$ cat config.mk
export PLATFORM = sky130hd
export DESIGN_NAME = vga_sram_arbiter
export DESIGN_NICKNAME = d
export VERILOG_FILES = /design/src/rtl/vga_sram_arbiter.sv
export SDC_FILE = /design/constraint.sdc
export NUM_CORES = 1
export LEC_CHECK = 0
export ABC_AREA = 1
export BUFFER_PORTS_ARGS = -buffer_cell sky130_fd_sc_hd__buf_2
export CAP_MARGIN = 5
export CORE_ASPECT_RATIO = 1.75
export CORE_MARGIN = 2
export CORE_UTILIZATION = 51
export DETAILED_ROUTE_END_ITERATION = 8
export GPL_TIMING_DRIVEN = 0
export PLACE_DENSITY = 0.84
export SYNTH_ARGS = -nofsm -noshare
export SYNTH_HDL_FRONTEND = slang
export SYNTH_SLANG_ARGS = --single-unit
$ cat constraint.sdc
create_clock -name clk -period 4.2 [get_ports clk]
set_input_delay 0.63 -clock clk [delete_from_list [all_inputs] [get_ports clk]]
set_output_delay 0.63 -clock clk [all_outputs]
set_load 0.01 [all_outputs]
$ cat src/rtl/vga_sram_arbiter.sv
// Purpose: single-port SRAM arbiter; scanout reads always win, frame-capture writes fill idle cycles.
// Latency: read data RD_LAT+2 cycles after rd_req; a write is issued 1 cycle after wr_req is sampled.
// Backpressure: reads are never stalled; the writer holds wr_req until wr_ack (at most 1 write per 2 cycles).
//
// Optional build macro: VGA_SRAM_ARB_WR_HOLDOFF_EN -- when defined, writes are only issued during
// blanking (in_display registered one cycle); when undefined, in_display is ignored.
//
// Ports:
//   clk, rst_n            pixel clock, asynchronous active-low reset
//   in_display            active-video indicator from the timing generator
//   rd_req/rd_addr        single-cycle scanout read request (always accepted)
//   rd_valid/rd_data      registered read return, RD_LAT+2 cycles after rd_req
//   wr_req/wr_addr/wr_data  held write request; wr_ack pulses in the cycle the write is issued
//   mem_ce/mem_we/mem_addr/mem_wdata/mem_rdata  synchronous SRAM port
//   wr_starved            sticky: writer waited STARVE_MAX cycles without a grant
module vga_sram_arbiter #(
  parameter int ADDR_W     = 19,
  parameter int DATA_W     = 12,
  parameter int RD_LAT     = 2,
  parameter int STARVE_MAX = 1023
) (
  input  logic              clk,
  input  logic              rst_n,
  input  logic              in_display,
  input  logic              rd_req,
  input  logic [ADDR_W-1:0] rd_addr,
  output logic              rd_valid,
  output logic [DATA_W-1:0] rd_data,
  input  logic              wr_req,
  input  logic [ADDR_W-1:0] wr_addr,
  input  logic [DATA_W-1:0] wr_data,
  output logic              wr_ack,
  output logic              mem_ce,
  output logic              mem_we,
  output logic [ADDR_W-1:0] mem_addr,
  output logic [DATA_W-1:0] mem_wdata,
  input  logic [DATA_W-1:0] mem_rdata,
  output logic              wr_starved
);

  // Wait counter is at least 10 bits and always wide enough to hold STARVE_MAX.
  localparam int CNT_W = ($clog2(STARVE_MAX + 1) > 10) ? $clog2(STARVE_MAX + 1) : 10;
  localparam logic [CNT_W-1:0] STARVE_LIM = STARVE_MAX[CNT_W-1:0];

  typedef enum logic [1:0] {
    S_IDLE = 2'd0,
    S_RD   = 2'd1,
    S_WR   = 2'd2
  } state_t;

  state_t state_q, state_d;

  logic             holdoff;
  logic [RD_LAT:0]  vld_sr;
  logic [CNT_W-1:0] wait_cnt;
  logic [CNT_W-1:0] wait_cnt_inc;
  logic             wait_step;

`ifdef VGA_SRAM_ARB_WR_HOLDOFF_EN
  // Registered copy of in_display: writes wait while the previous cycle was active video.
  logic in_display_q;
  always_ff @(posedge clk or negedge rst_n) begin
    if (!rst_n) begin
      in_display_q <= 1'b0;
    end else begin
      in_display_q <= in_display;
    end
  end
  assign holdoff = in_display_q;
`else
  logic unused_in_display;
  assign unused_in_display = in_display;
  assign holdoff           = 1'b0;
`endif

  // Next op: a read always wins; a write is never granted in the cycle its ack is
  // visible, giving the writer one cycle to present the next request.
  always_comb begin
    state_d = S_IDLE;
    if (rd_req) begin
      state_d = S_RD;
    end else if (wr_req && !wr_ack && !holdoff) begin
      state_d = S_WR;
    end
  end

  // State register plus registered memory-side outputs for the op chosen above.
  always_ff @(posedge clk or negedge rst_n) begin
    if (!rst_n) begin
      state_q   <= S_IDLE;
      mem_ce    <= 1'b0;
      mem_we    <= 1'b0;
      mem_addr  <= '0;
      mem_wdata <= '0;
      wr_ack    <= 1'b0;
    end else begin
      state_q <= state_d;
      mem_ce  <= (state_d != S_IDLE);
      mem_we  <= (state_d == S_WR);
      wr_ack  <= (state_d == S_WR);
      case (state_d)
        S_RD: mem_addr <= rd_addr;
        S_WR: begin
          mem_addr  <= wr_addr;
          mem_wdata <= wr_data;
        end
        default: ;
      endcase
    end
  end

  // Bit k of vld_sr is set k cycles after the read cycle; bit RD_LAT marks the
  // cycle in which mem_rdata carries that read's data.
  always_ff @(posedge clk or negedge rst_n) begin
    if (!rst_n) begin
      vld_sr   <= '0;
      rd_valid <= 1'b0;
      rd_data  <= '0;
    end else begin
      vld_sr   <= {vld_sr[RD_LAT-1:0], (state_d == S_RD)};
      rd_valid <= vld_sr[RD_LAT];
      if (vld_sr[RD_LAT]) begin
        rd_data <= mem_rdata;
      end
    end
  end

  // Writer starvation: count cycles with a pending request that is not being issued.
  assign wait_step    = wr_req && (state_q != S_WR) && (wait_cnt != STARVE_LIM);
  assign wait_cnt_inc = wait_cnt + CNT_W'(1);

  always_ff @(posedge clk or negedge rst_n) begin
    if (!rst_n) begin
      wait_cnt   <= '0;
      wr_starved <= 1'b0;
    end else begin
      if (state_q == S_WR) begin
        wait_cnt <= '0;
      end else if (wait_step) begin
        wait_cnt <= wait_cnt_inc;
        if (wait_cnt_inc == STARVE_LIM) begin
          wr_starved <= 1'b1;
        end
      end
    end
  end

endmodule

-- Word level (Yosys, flattened, before mapping)
Cells that the tools add are included.
- bits in registers: 62
- latch bits: 0
- RAM bits: 0
- bits in read-only memories: 0
- logic and storage cells: 31
- memories kept: 0
- add/subtract/negate cells: 1
- multipliers: 0
- divide/modulo/power cells: 0
- $lt $le $gt $ge: 0
- eq/ne operators: 6
- shift-type cells: 0
- muxes and demuxes: 5
- bitwise gates (word level): 1
- reduce and logical (&&, ||, !) cells: 8
- operators with widths (kind ; number):
    $pmux W19 S2 ; 1
    $mux W10 ; 2
    $add A10 B1 Y10 const B ; 1
    $eq A10 B10 Y1 const B ; 1
    $ne A10 B10 Y1 const B ; 1
    $reduce_bool A2 Y1 ; 3
    $eq A2 B2 Y1 const B ; 2
    $mux W2 ; 2
    $logic_and A1 B1 Y1 ; 3
    $reduce_and A3 Y1 ; 1
    $eq A2 B1 Y1 const B ; 1
    $ne A2 B2 Y1 const B ; 1
    $logic_not A1 Y1 ; 1
    $not A1 Y1 ; 1

-- Depth between registers and ports, before layout
Gate-level depths: netlist (run 1).
- word-level depth: 6
- depth in mapped cells: 8
- depth with buffers taken out: 8

-- Worst setup path before layout (run 1)
No wires, ideal clock.
- kind: input -> register
- from: input wr_req
- to: register mem_wdata[0]
- library setup time: 0.117 ns
- data arrival time: 1.284 ns
- required time: 4.083 ns
- setup slack: 2.799 ns
- stages: 6
- buffers on the path: 1
- cells stage by stage: nand2_1 > nor2_1 > inv_1 > clkbuf_1 > nand2_1 > nand2_1
- word-level cells in the longest chain between the ends: 4
- RTL lines (what ; line ; source):
    start: declaration ; 29 ; input logic wr_req,
    $logic_and A1 B1 Y1 ; 82 ; end else if (wr_req && !wr_ack && !holdoff) begin
    $mux W2 ; 82 ;
    $mux W2 ; 80 ; if (rd_req) begin
    $eq A2 B2 Y1 ; 101 ; case (state_d)
    end signal: assignment ; 105 ; mem_wdata <= wr_data;
    end: declaration ; 36 ; output logic [DATA_W-1:0] mem_wdata,
No other way between the ends.
A chain may end at the register's enable or synchronous reset.

==> results.py, run 1 <==
metrics = {
    "clock_network": {
        "cts_buffers": 9,
        "clk_pin_slew_ns": 0.07,
        "cts_max_level": 3,
        "clk_latency_ns": 0.34,
        "root_buffer": "clkbuf_8",
        "cts-hold-fix-buffers": 0,
        "cts_setup_buffers": 0,
        "clock_path_buffers": 2,
        "cts_num_sinks": 61,
        "tritoncts": "yes",
        "cts_resized": 0,
    },
    "global_routing": {
        "use_met3": 0.0577,
        "grt_usage": 0.229,
        "gr-usage-met1": 0.246,
        "grt_pass1_vias": 2242,
        "busiest_layer": "met2",
        "antenna_found_initial": 0,
        "grt_overflow": 0,
        "grt_pass1_wl_mm": 9.95,
        "grt_max_degree": 62,
        "use_met2": 0.408,
    },
    "layout": {
        "area_growth_pct": 30.9,
        "fillCellCount": 398,
        "drive_above_1_share": 0.394,
        "antenna-diode-count": 0,
        "multi_input_area_um2": 977,
        "fin_cells": 455,
        "num-nets-final": 465,
        "seqCellArea_mm2": 0.00153,
    },
    "sta": {
        "fin_crit_sh": 0.386,
        "rsz0062_at_grt": "no",
        "slew_headroom": 0.508,
        "hold_ws_ns": 0.340,
        "post-route-min-period_ns": 1.62,
        "worstMarginPinSlew_ns": 0.738,
        "skew_ns": 0.00887,
        "hold_violations": 0,
        "slew_viol_final": 0,
        "tns_ns": 0,
        "max_freq_mhz": 617,
        "finalSetupViolations": 0,
    },
    "critical_path": {
        "critPathCaptureType": "output pin",
        "crit_end": "wr_ack",
        "max_stage_delay_ns": 0.39,
        "rr_endpoint": "wr_starved$_DFFE_PN0P_",
        "reg2reg_slack_ns": 2.64,
        "critical_path_class": "reg -> out",
        "crit_path_start": "mem_we$_DFF_PN0_",
        "path_buf_inv": 2,
        "cp_slowest_cell": "dfrtp_1",
        "reg2reg_depth": 8,
        "worstPathRequired_ns": 3.57,
        "crit_chain": "buf_4 -> buf_2",
        "crit_family": "flip-flops",
        "path_depth": 2,
        "start_kind": "flop",
        "cp.arrival_ns": 0.99,
        "worstReg2RegStart": "wait_cnt[0]$_DFFE_PN0P_",
        "worst-path-max-fanout": 3,
    },
    "synth": {
        "synth_edf_count": 0,
        "synth.avg_cell_area_um2": 9.63,
        "synth.most_common_cell": "nand2_1",
        "seq_area_frac_synth": 0.583,
        "ys_ff_latch": 61,
        "synth.top_cell.area_share": 0.583,
        "synth_commonest_cells": "nand2_1, dfrtp_1, nand3_1",
        "synth_nets": 341,
        "synth_largest_area_cell": "dfrtp_1",
        "ys_warn_count": 0,
        "synth_area_leaders": "dfrtp_1, nand2_1, mux2_2",
        "synthArstFlopShare": 1.00,
        "netlist-cell-type-count": 27,
        "synth_top_flop_cell": "dfrtp_1",
        "synth_area_mm2": 0.00262,
        "syn-instance-count": 272,
    },
    "detailed_routing": {
        "avgViaCountPerCell": 5.11,
        "drt_pass1_iterations": 4,
        "routedWlPerCell_um": 13.4,
        "first_iter_violations": 92,
        "routed_wl_mm": 6.08,
        "vias": 2326,
        "drc": 0,
        "antenna_left": 0,
    },
    "outcome": {
        "outcome": "completed",
    },
    "hold_path": {
        "hp-class": "reg -> reg",
    },
    "floorplan": {
        "die_height_um": 98.8,
        "die-area_mm2": 0.00575,
        "die_width_um": 58.2,
        "core-area_mm2": 0.00498,
        "num_rows": 34,
        "io_pins": 115,
        "start_util": 0.526,
    },
    "placed_design": {
        "place.gp.congestion": 0.824,
        "place_inst": 439,
        "port_buffers": 113,
        "dpl.hpwl_mm": 4.59,
    },
    "power": {
        "power_density_mw_per_mm2": 417,
        "total_power_mw": 1.43,
        "vdd.ir_drop.worst_mv": 0.367,
        "p_leak_nw": 1.91,
    },
    "run": {
        "cap_violations": 0,
    },
}
[flip-flops by register name, summed over array words and instances (netlist names)]
| signal | count |
|---|---|
| rd_data | 12 |
| mem_we | 1 |
| wait_cnt | 10 |
| state_q | 1 |
| mem_wdata | 12 |
| vld_sr | 3 |
| rd_valid | 1 |
| mem_addr | 19 |
| mem_ce | 1 |
| wr_starved | 1 |
[report_power, final]
group / internal, mW / switching, mW / total, mW / leakage (nW)
sequential: 0.657 / 0.0523 / 0.709 / 0.750
combinational: 0.116 / 0.153 / 0.269 / 1.07
clock: 0.216 / 0.237 / 0.453 / 0.0937
[worst register-to-register path, stage by stage, from the launching register on]
cell and delay, ns:
dfrtp_1 0.43, ha_1 0.25, nand2_1 0.15, inv_2 0.09
nor2_1 0.12, nand3_1 0.09, nor2_1 0.13, nand3_1 0.10
o21bai_1 0.14
[final cells by class]
type	instances	share of cell area
flip-flops and latches	61	0.445
inverters	14	0.0153
multi-input cells	186	0.285
repair buffers	113	0.166
clock buffers	9	0.0361
plain buffers	11	0.0182
clock inverters	7	0.0146
well taps	54	0.0197
[per-layer routing]
metal | vias to the layer above | wire length, µm | share of wire
li1 | 1133 | - | -
met1 | 1108 | 2110 | 0.35
met2 | 76 | 3530 | 0.58
met3 | 9 | 313 | 0.052
met4 | 0 | 123 | 0.020
met5 | - | 0 | 0
[how the worst min path moves through the flow]
stage,start,endpoint,cells past startpoint
after floorplan,rst_n,mem_addr[0]$_DFFE_PN0P_,0
after global placement,vld_sr[1]$_DFF_PN0_,vld_sr[2]$_DFF_PN0_,0
after detailed placement,vld_sr[1]$_DFF_PN0_,vld_sr[2]$_DFF_PN0_,0
after CTS,vld_sr[1]$_DFF_PN0_,vld_sr[2]$_DFF_PN0_,0
after global routing,vld_sr[1]$_DFF_PN0_,vld_sr[2]$_DFF_PN0_,0
final,vld_sr[1]$_DFF_PN0_,vld_sr[2]$_DFF_PN0_,0
[placed cells by master, fill, tap and decap left out, types with 3 or more instances in the layout]
cell and instances:
a22oi_1 16, buf_2 117, clkbuf_1 4, clkbuf_8 9, clkinv_2 3, dfrtp_1 61, inv_1 10, mux2_2 12
nand2_1 108, nand3_1 21, nor2_1 10, o21ai_0 3
[cell families (layout without fill, tap and decap cells)]
group / after synthesis / after routing / share of synthesized area
mux: 12 / 12 / 0.0516
buf+inv: 25 / 154 / 0.0440
simple gates: 147 / 147 / 0.242
compound gates: 24 / 24 / 0.0664
xor+xnor: 1 / 1 / 0.00335
flops: 61 / 61 / 0.583
fa+ha+maj: 2 / 2 / 0.00955
[per-stage QoR]
stage          setup slack [ns]  utilization  instance area [µm²]
4_1_cts                    2.57        0.688                 3430
6_report                   2.58        0.689                 3430
2_1_floorplan              2.80            -                 2620
3_3_place_gp               2.39        0.653                 3250
5_1_grt                    2.47        0.689                 3430
3_5_place_dp               2.38        0.653                 3250
No activity file was read; power rests on OpenSTA's default activity.
==> run 2: changes to the inputs <==
--- a/config.mk
+++ b/config.mk
@@ -10,10 +10,10 @@
 export CAP_MARGIN = 5
 export CORE_ASPECT_RATIO = 1.75
 export CORE_MARGIN = 2
-export CORE_UTILIZATION = 51
+export CORE_UTILIZATION = 42
 export DETAILED_ROUTE_END_ITERATION = 8
 export GPL_TIMING_DRIVEN = 0
-export PLACE_DENSITY = 0.84
+export PLACE_DENSITY = 0.74
 export SYNTH_ARGS = -nofsm -noshare
 export SYNTH_HDL_FRONTEND = slang
 export SYNTH_SLANG_ARGS = --single-unit
==> constraint.sdc (replaced) <==
create_clock -name clk -period 1.4 [get_ports clk]
set_input_delay 0.21 -clock clk [delete_from_list [all_inputs] [get_ports clk]]
set_output_delay 0.21 -clock clk [all_outputs]
set_load 0.01 [all_outputs]
==> run 2 against run 1 <==
  * Setup slack got worse by 2.6 ns
  * Total power rose to 3.5 times the previous value
  * Sequential share of layout area fell by 2.6 points
  * Non-clock buffer count up 4
  * Clock power rose to 4.1 times the previous value
  * Critical path depth increased by 6
  * The flow now finishes with violations (hold timing)
==> results.py, run 2 (same netlist as run 1, synthesis figures left out) <==
metrics = {
    "layout": {
        "drive_above_1_share": 0.440,
        "fillCellCount": 555,
        "antenna-diode-count": 0,
        "layout_commonest_cell": "buf_2",
        "largest_reg_flops": 19,
        "reg.largest.list": "mem_addr (19), mem_wdata (12), rd_data (12)",
        "num-nets-final": 469,
        "finish.instance_area_mm2": 0.00365,
        "top_register": "mem_addr",
        "area_growth_pct": 39.5,
        "final_cell_mix": "buf_2, nand2_1, dfrtp_1",
    },
    "critical_path": {
        "path_buf_inv": 1,
        "critPathCaptureType": "flop",
        "crit_family": "simple AND/OR/NAND/NOR gates",
        "cp.arrival_ns": 1.62,
        "worst-path-max-fanout": 3,
        "cp_slowest_cell": "dfrtp_1",
        "critical_path_class": "reg -> reg",
        "path_depth": 8,
        "reg2reg_depth": 8,
        "worstPathRequired_ns": 1.63,
        "max_stage_delay_ns": 0.42,
        "crit_chain": "ha_4 -> buf_4 -> nor2_1 -> nor2_4 -> nand3_2 -> nor2_2 -> nand3_1 -> o21bai_1",
        "start_kind": "flop",
    },
    "outcome": {
        "violations": "hold timing",
        "outcome": "complete, but fails checks",
    },
    "floorplan": {
        "die-area_mm2": 0.00691,
        "io_pins": 115,
        "die_height_um": 108,
        "num_rows": 38,
        "core-area_mm2": 0.00613,
        "start_util": 0.427,
        "die_width_um": 63.7,
    },
    "clock_network": {
        "cts_buffers": 9,
        "tritoncts": "yes",
        "cts_max_level": 3,
        "clock_path_buffers": 2,
        "clk_pin_slew_ns": 0.07,
        "root_buffer": "clkbuf_8",
        "clk_latency_ns": 0.34,
        "cts-hold-fix-buffers": 0,
        "cts_num_sinks": 61,
    },
    "power": {
        "p_leak_nw": 1.98,
        "intPower_mw": 3.60,
        "clkPwrFrac": 0.373,
        "p_seq_frac": 0.428,
        "power_density_mw_per_mm2": 1370,
        "switching_share": 0.280,
        "total_power_mw": 5.00,
        "vdd.ir_drop.worst_mv": 1.17,
        "switchingPower_mw": 1.40,
        "pwr-share-comb": 0.199,
    },
    "sta": {
        "post-route-min-period_ns": 1.39,
        "slew_viol_final": 0,
        "fin_crit_sh": 0.996,
        "worstMarginPinSlew_ns": 0.744,
        "finalSetupViolations": 0,
        "max_freq_mhz": 717,
        "slew_headroom": 0.504,
        "hold_ws_ns": -0.0568,
        "rsz0062_at_grt": "yes",
        "skew_ns": 0.00473,
        "hold_violations": 61,
    },
    "detailed_routing": {
        "routed_wl_mm": 6.46,
        "vias": 2360,
        "first_iter_violations": 204,
        "routedWlPerCell_um": 13.3,
        "antenna_left": 0,
        "drc": 0,
        "drt_pass1_iterations": 5,
        "avgViaCountPerCell": 4.87,
    },
    "placed_design": {
        "port_buffers": 113,
        "dpl.hpwl_mm": 4.64,
        "placed_area_mm2": 0.00328,
        "place.gp.congestion": 0.880,
    },
    "global_routing": {
        "grt_max_degree": 62,
        "antenna_found_initial": 0,
        "grt_overflow": 0,
        "grt_usage": 0.193,
        "grt_pass1_vias": 2320,
        "grt_pass1_wl_mm": 10.1,
    },
    "run": {
        "cap_violations": 0,
    },
    "hold_path": {
        "hp-class": "in -> async",
    },
}
## run 2: cell types whose count changed in the layout (fill, tap and decap cells not counted), moves of 2 or more
cell       change
dfrtp_1        -3
nor2_4         +3
bufinv_16      +3
dfrtp_2        +3
buf_4          +4
nand2_1        -3
nand2_2        +2
nand3_1        -3
nor2_1         -3
clkinv_2       -2
nand3_2        +3
## run 2: path summary, 6_finish.rpt
| check | startpoint | end | slack, ns |
|---|---|---|---|
| setup reg to reg | wait_cnt[1]$_DFFE_PN0P_ | wr_starved$_DFFE_PN0P_ | 0.006 |
| min in group clk | rd_req | state_q[0]$_DFF_PN0_ | 0.06 |
| hold / removal | rst_n | mem_wdata[3]$_DFFE_PN0P_ | -0.06 |
| setup / recovery | wait_cnt[1]$_DFFE_PN0P_ | wr_starved$_DFFE_PN0P_ | 0.006 |
| hold reg to reg | vld_sr[0]$_DFF_PN0_ | vld_sr[1]$_DFF_PN0_ | 0.35 |
| max in group asynchronous | rst_n | wait_cnt[3]$_DFFE_PN0P_ | 0.94 |
## run 2: area by class of cell
class,count,area (µm²),area share
well taps,80,100,0.0274
clock buffers,10,128,0.0349
flip-flops and latches,61,1530,0.419
clock inverters,6,111,0.0305
repair buffers,119,629,0.172
plain buffers,9,55.1,0.0151
inverters,14,60.1,0.0164
multi-input cells,186,1040,0.285
## run 2: per-stage QoR
| step | hold WS [ns] | instances | util | TNS, ns | setup slack [ns] |
|---|---|---|---|---|---|
| floorplan | -0.0856 | 272 | - | 0 | 0.0525 |
| global placement | 0.332 | 465 | 0.535 | -3.42 | -0.193 |
| detailed placement | 0.335 | 465 | 0.535 | -5.53 | -0.195 |
| CTS | 0.0462 | 483 | 0.580 | 0 | 0.0137 |
| global route | -0.000143 | 485 | 0.596 | -0.141 | -0.0513 |
| finish | -0.0568 | 485 | 0.596 | 0 | 0.00615 |
## run 2: layer usage
metal	global-route usage	wire, µm	up-vias
met4	0.118	145	0
met3	0.0468	317	14
li1	-	-	1149
met2	0.340	3650	84
met1	0.206	2350	1113
met5	0	0	-
## run 2: what timing repair did
item / 4_1_cts / 5_1_grt
cloned: 0 / 0
resized for setup: 7 / 19
setup endpoints to repair: 39 / 31
buffers inserted: 2 / 4
pin swaps: 0 / 9
## run 2: power groups by stage
stage          clock, mW  combinational (mW)  sequential [mW]
2_1_floorplan          0               0.363             2.21
3_3_place_gp           0               0.786             2.15
3_5_place_dp           0               0.811             2.16
4_1_cts             1.91               0.871             2.12
5_1_grt             2.00                1.10             2.17
6_report            1.87               0.993             2.14
==> run 3: changes to the inputs <==
--- a/config.mk
+++ b/config.mk
@@ -10,10 +10,10 @@
 export CAP_MARGIN = 5
 export CORE_ASPECT_RATIO = 1.75
 export CORE_MARGIN = 2
-export CORE_UTILIZATION = 42
+export CORE_UTILIZATION = 51
 export DETAILED_ROUTE_END_ITERATION = 8
 export GPL_TIMING_DRIVEN = 0
-export PLACE_DENSITY = 0.74
+export PLACE_DENSITY = 0.84
 export SYNTH_ARGS = -nofsm -noshare
 export SYNTH_HDL_FRONTEND = slang
 export SYNTH_SLANG_ARGS = --single-unit
==> constraint.sdc (replaced) <==
create_clock -name clk -period 1.7 [get_ports clk]
set_input_delay 0.255 -clock clk [delete_from_list [all_inputs] [get_ports clk]]
set_output_delay 0.255 -clock clk [all_outputs]
set_load 0.01 [all_outputs]
==> run 3 against run 2 <==
  * Routed wire length shrank 6.0%
  * Worst hold slack better by 0.031 ns
  * Clock power is 40% lower
  * The run still ends with hold timing left
  * Largest cell class unchanged
==> results.py, run 3 (same netlist as run 1, synthesis figures left out) <==
metrics = {
    "outcome": {
        "outcome": "complete, but fails checks",
        "violations": "hold timing",
    },
    "floorplan": {
        "die_height_um": 98.8,
        "num_rows": 34,
        "start_util": 0.526,
        "die_width_um": 58.2,
        "core-area_mm2": 0.00498,
        "die-area_mm2": 0.00575,
        "io_pins": 115,
    },
    "layout": {
        "top_register": "mem_addr",
        "reg.largest.list": "mem_addr (19), mem_wdata (12), rd_data (12)",
        "layout_commonest_cell": "buf_2",
        "largest_reg_flops": 19,
        "antenna-diode-count": 0,
        "drive_above_1_share": 0.397,
        "num-nets-final": 465,
        "post-route-util": 0.689,
        "area_growth_pct": 31.0,
        "final_cell_mix": "buf_2, nand2_1, dfrtp_1",
        "fillCellCount": 397,
    },
    "sta": {
        "tns_ns": 0,
        "worstMarginPinSlew_ns": 0.738,
        "rsz0062_at_grt": "no",
        "post-route-min-period_ns": 1.56,
        "max_freq_mhz": 640,
        "setup_slack_ns": 0.137,
        "slew_viol_final": 0,
        "skew_ns": 0.00888,
        "finalSetupViolations": 0,
        "slew_headroom": 0.508,
        "hold_violations": 29,
        "hold_ws_ns": -0.0253,
        "fin_crit_sh": 0.919,
    },
    "detailed_routing": {
        "drc": 0,
        "routed.top_layer": "met4",
        "drt_pass1_iterations": 4,
        "routedWlPerCell_um": 13.3,
        "wl_met2_mm": 3.53,
        "route.met3.wl_um": 313,
        "antenna_left": 0,
        "avgViaCountPerCell": 5.11,
        "routed_wl_mm": 6.07,
        "met1_length_mm": 2.11,
        "first_iter_violations": 93,
        "vias": 2326,
    },
    "power": {
        "vdd.ir_drop.worst_mv": 0.873,
        "power_density_mw_per_mm2": 1030,
        "p_leak_nw": 1.91,
    },
    "clock_network": {
        "clk_latency_ns": 0.34,
        "tritoncts": "yes",
        "cts_max_level": 3,
        "cts-hold-fix-buffers": 0,
        "root_buffer": "clkbuf_8",
        "clk_pin_slew_ns": 0.07,
        "cts_buffers": 9,
        "cts_num_sinks": 61,
        "clock_path_buffers": 2,
    },
    "placed_design": {
        "dpl.hpwl_mm": 4.59,
        "pre_cts_slack_ns": 0.157,
        "port_buffers": 113,
        "place.gp.congestion": 0.824,
    },
    "global_routing": {
        "grt_pass1_vias": 2242,
        "antenna_found_initial": 0,
        "grt_usage": 0.229,
        "grt_pass1_wl_mm": 9.95,
        "grt_overflow": 0,
        "grt_max_degree": 62,
    },
    "critical_path": {
        "critPathCaptureType": "flop",
        "reg2reg_depth": 8,
        "cp.arrival_ns": 1.82,
        "worst-path-max-fanout": 5,
        "worstPathRequired_ns": 1.96,
        "start_kind": "flop",
        "critical_path_class": "reg -> reg",
    },
    "hold_path": {
        "hp-class": "in -> async",
    },
    "run": {
        "cap_violations": 0,
    },
}
[run 3: cell count changes in the layout (fill, tap and decap cells not counted), sizes merged]
| cell | previous run | this run |
|---|---|---|
| inv | 13 | 14 |
| clkbuf | 12 | 13 |
| clkinv | 3 | 7 |
| bufinv | 3 | 0 |
| clkinvlp | 1 | 0 |
| buf | 126 | 120 |
[run 3: power breakdown]
part	switching (mW)	internal (mW)	total, mW
combinational	0.379	0.286	0.665
sequential	0.129	1.62	1.75
clock	0.585	0.534	1.12
total	1.09	2.44	3.54
[run 3: critical path, cell delays in order, from the launching register on]
cell and delay, ns:
dfrtp_1 0.43, ha_1 0.25, nand2_1 0.15, inv_2 0.09
nor2_1 0.12, nand3_1 0.09, nor2_1 0.13, nand3_1 0.10
o21bai_1 0.14
[run 3: per-layer routing]
layer / global-route usage / vias to the layer above
met4: 0.104 / 0
met2: 0.408 / 76
met1: 0.246 / 1109
met3: 0.0577 / 9
li1: - / 1132
met5: 0 / -
[run 3: worst paths after layout]
check                                             start                        to  slack (ns)
worst max-delay path            wait_cnt[0]$_DFFE_PN0P_    wr_starved$_DFFE_PN0P_        0.14
worst min-delay path                              rst_n  mem_wdata[3]$_DFFE_PN0P_       -0.03
worst max register to register  wait_cnt[0]$_DFFE_PN0P_    wr_starved$_DFFE_PN0P_        0.14
worst min register to register      vld_sr[1]$_DFF_PN0_       vld_sr[2]$_DFF_PN0_        0.34
max in group asynchronous                         rst_n   mem_addr[3]$_DFFE_PN0P_        1.23
min in group clk                                 rd_req      state_q[0]$_DFF_PN0_        0.09
[run 3: metrics by stage]
step / power [mW] / instance area, µm² / hold WS, ns / cells
floorplan: 2.12 / 2620 / -0.0406 / 272
global placement: 2.41 / 3250 / 0.334 / 439
detailed placement: 2.44 / 3250 / 0.337 / 439
CTS: 3.57 / 3430 / 0.0761 / 455
global route: 3.73 / 3430 / 0.0362 / 455
finish: 3.54 / 3430 / -0.0253 / 455
[run 3: cell type report]
type                       count  area, µm²  area share
buffer                        11       62.6      0.0182
inverter                      14       52.6      0.0153
multi-input combinational    186        980       0.286
clock buffer                   9        124      0.0361
sequential                    61       1530       0.445
clock inverter                 7       50.0      0.0146
timing repair buffer         113        568       0.166
tap                           54       67.6      0.0197
[run 3: what timing repair did]
action,CTS,global route
endpoints found under the setup margin,0,7
resized for setup,0,1
setup buffers,0,0
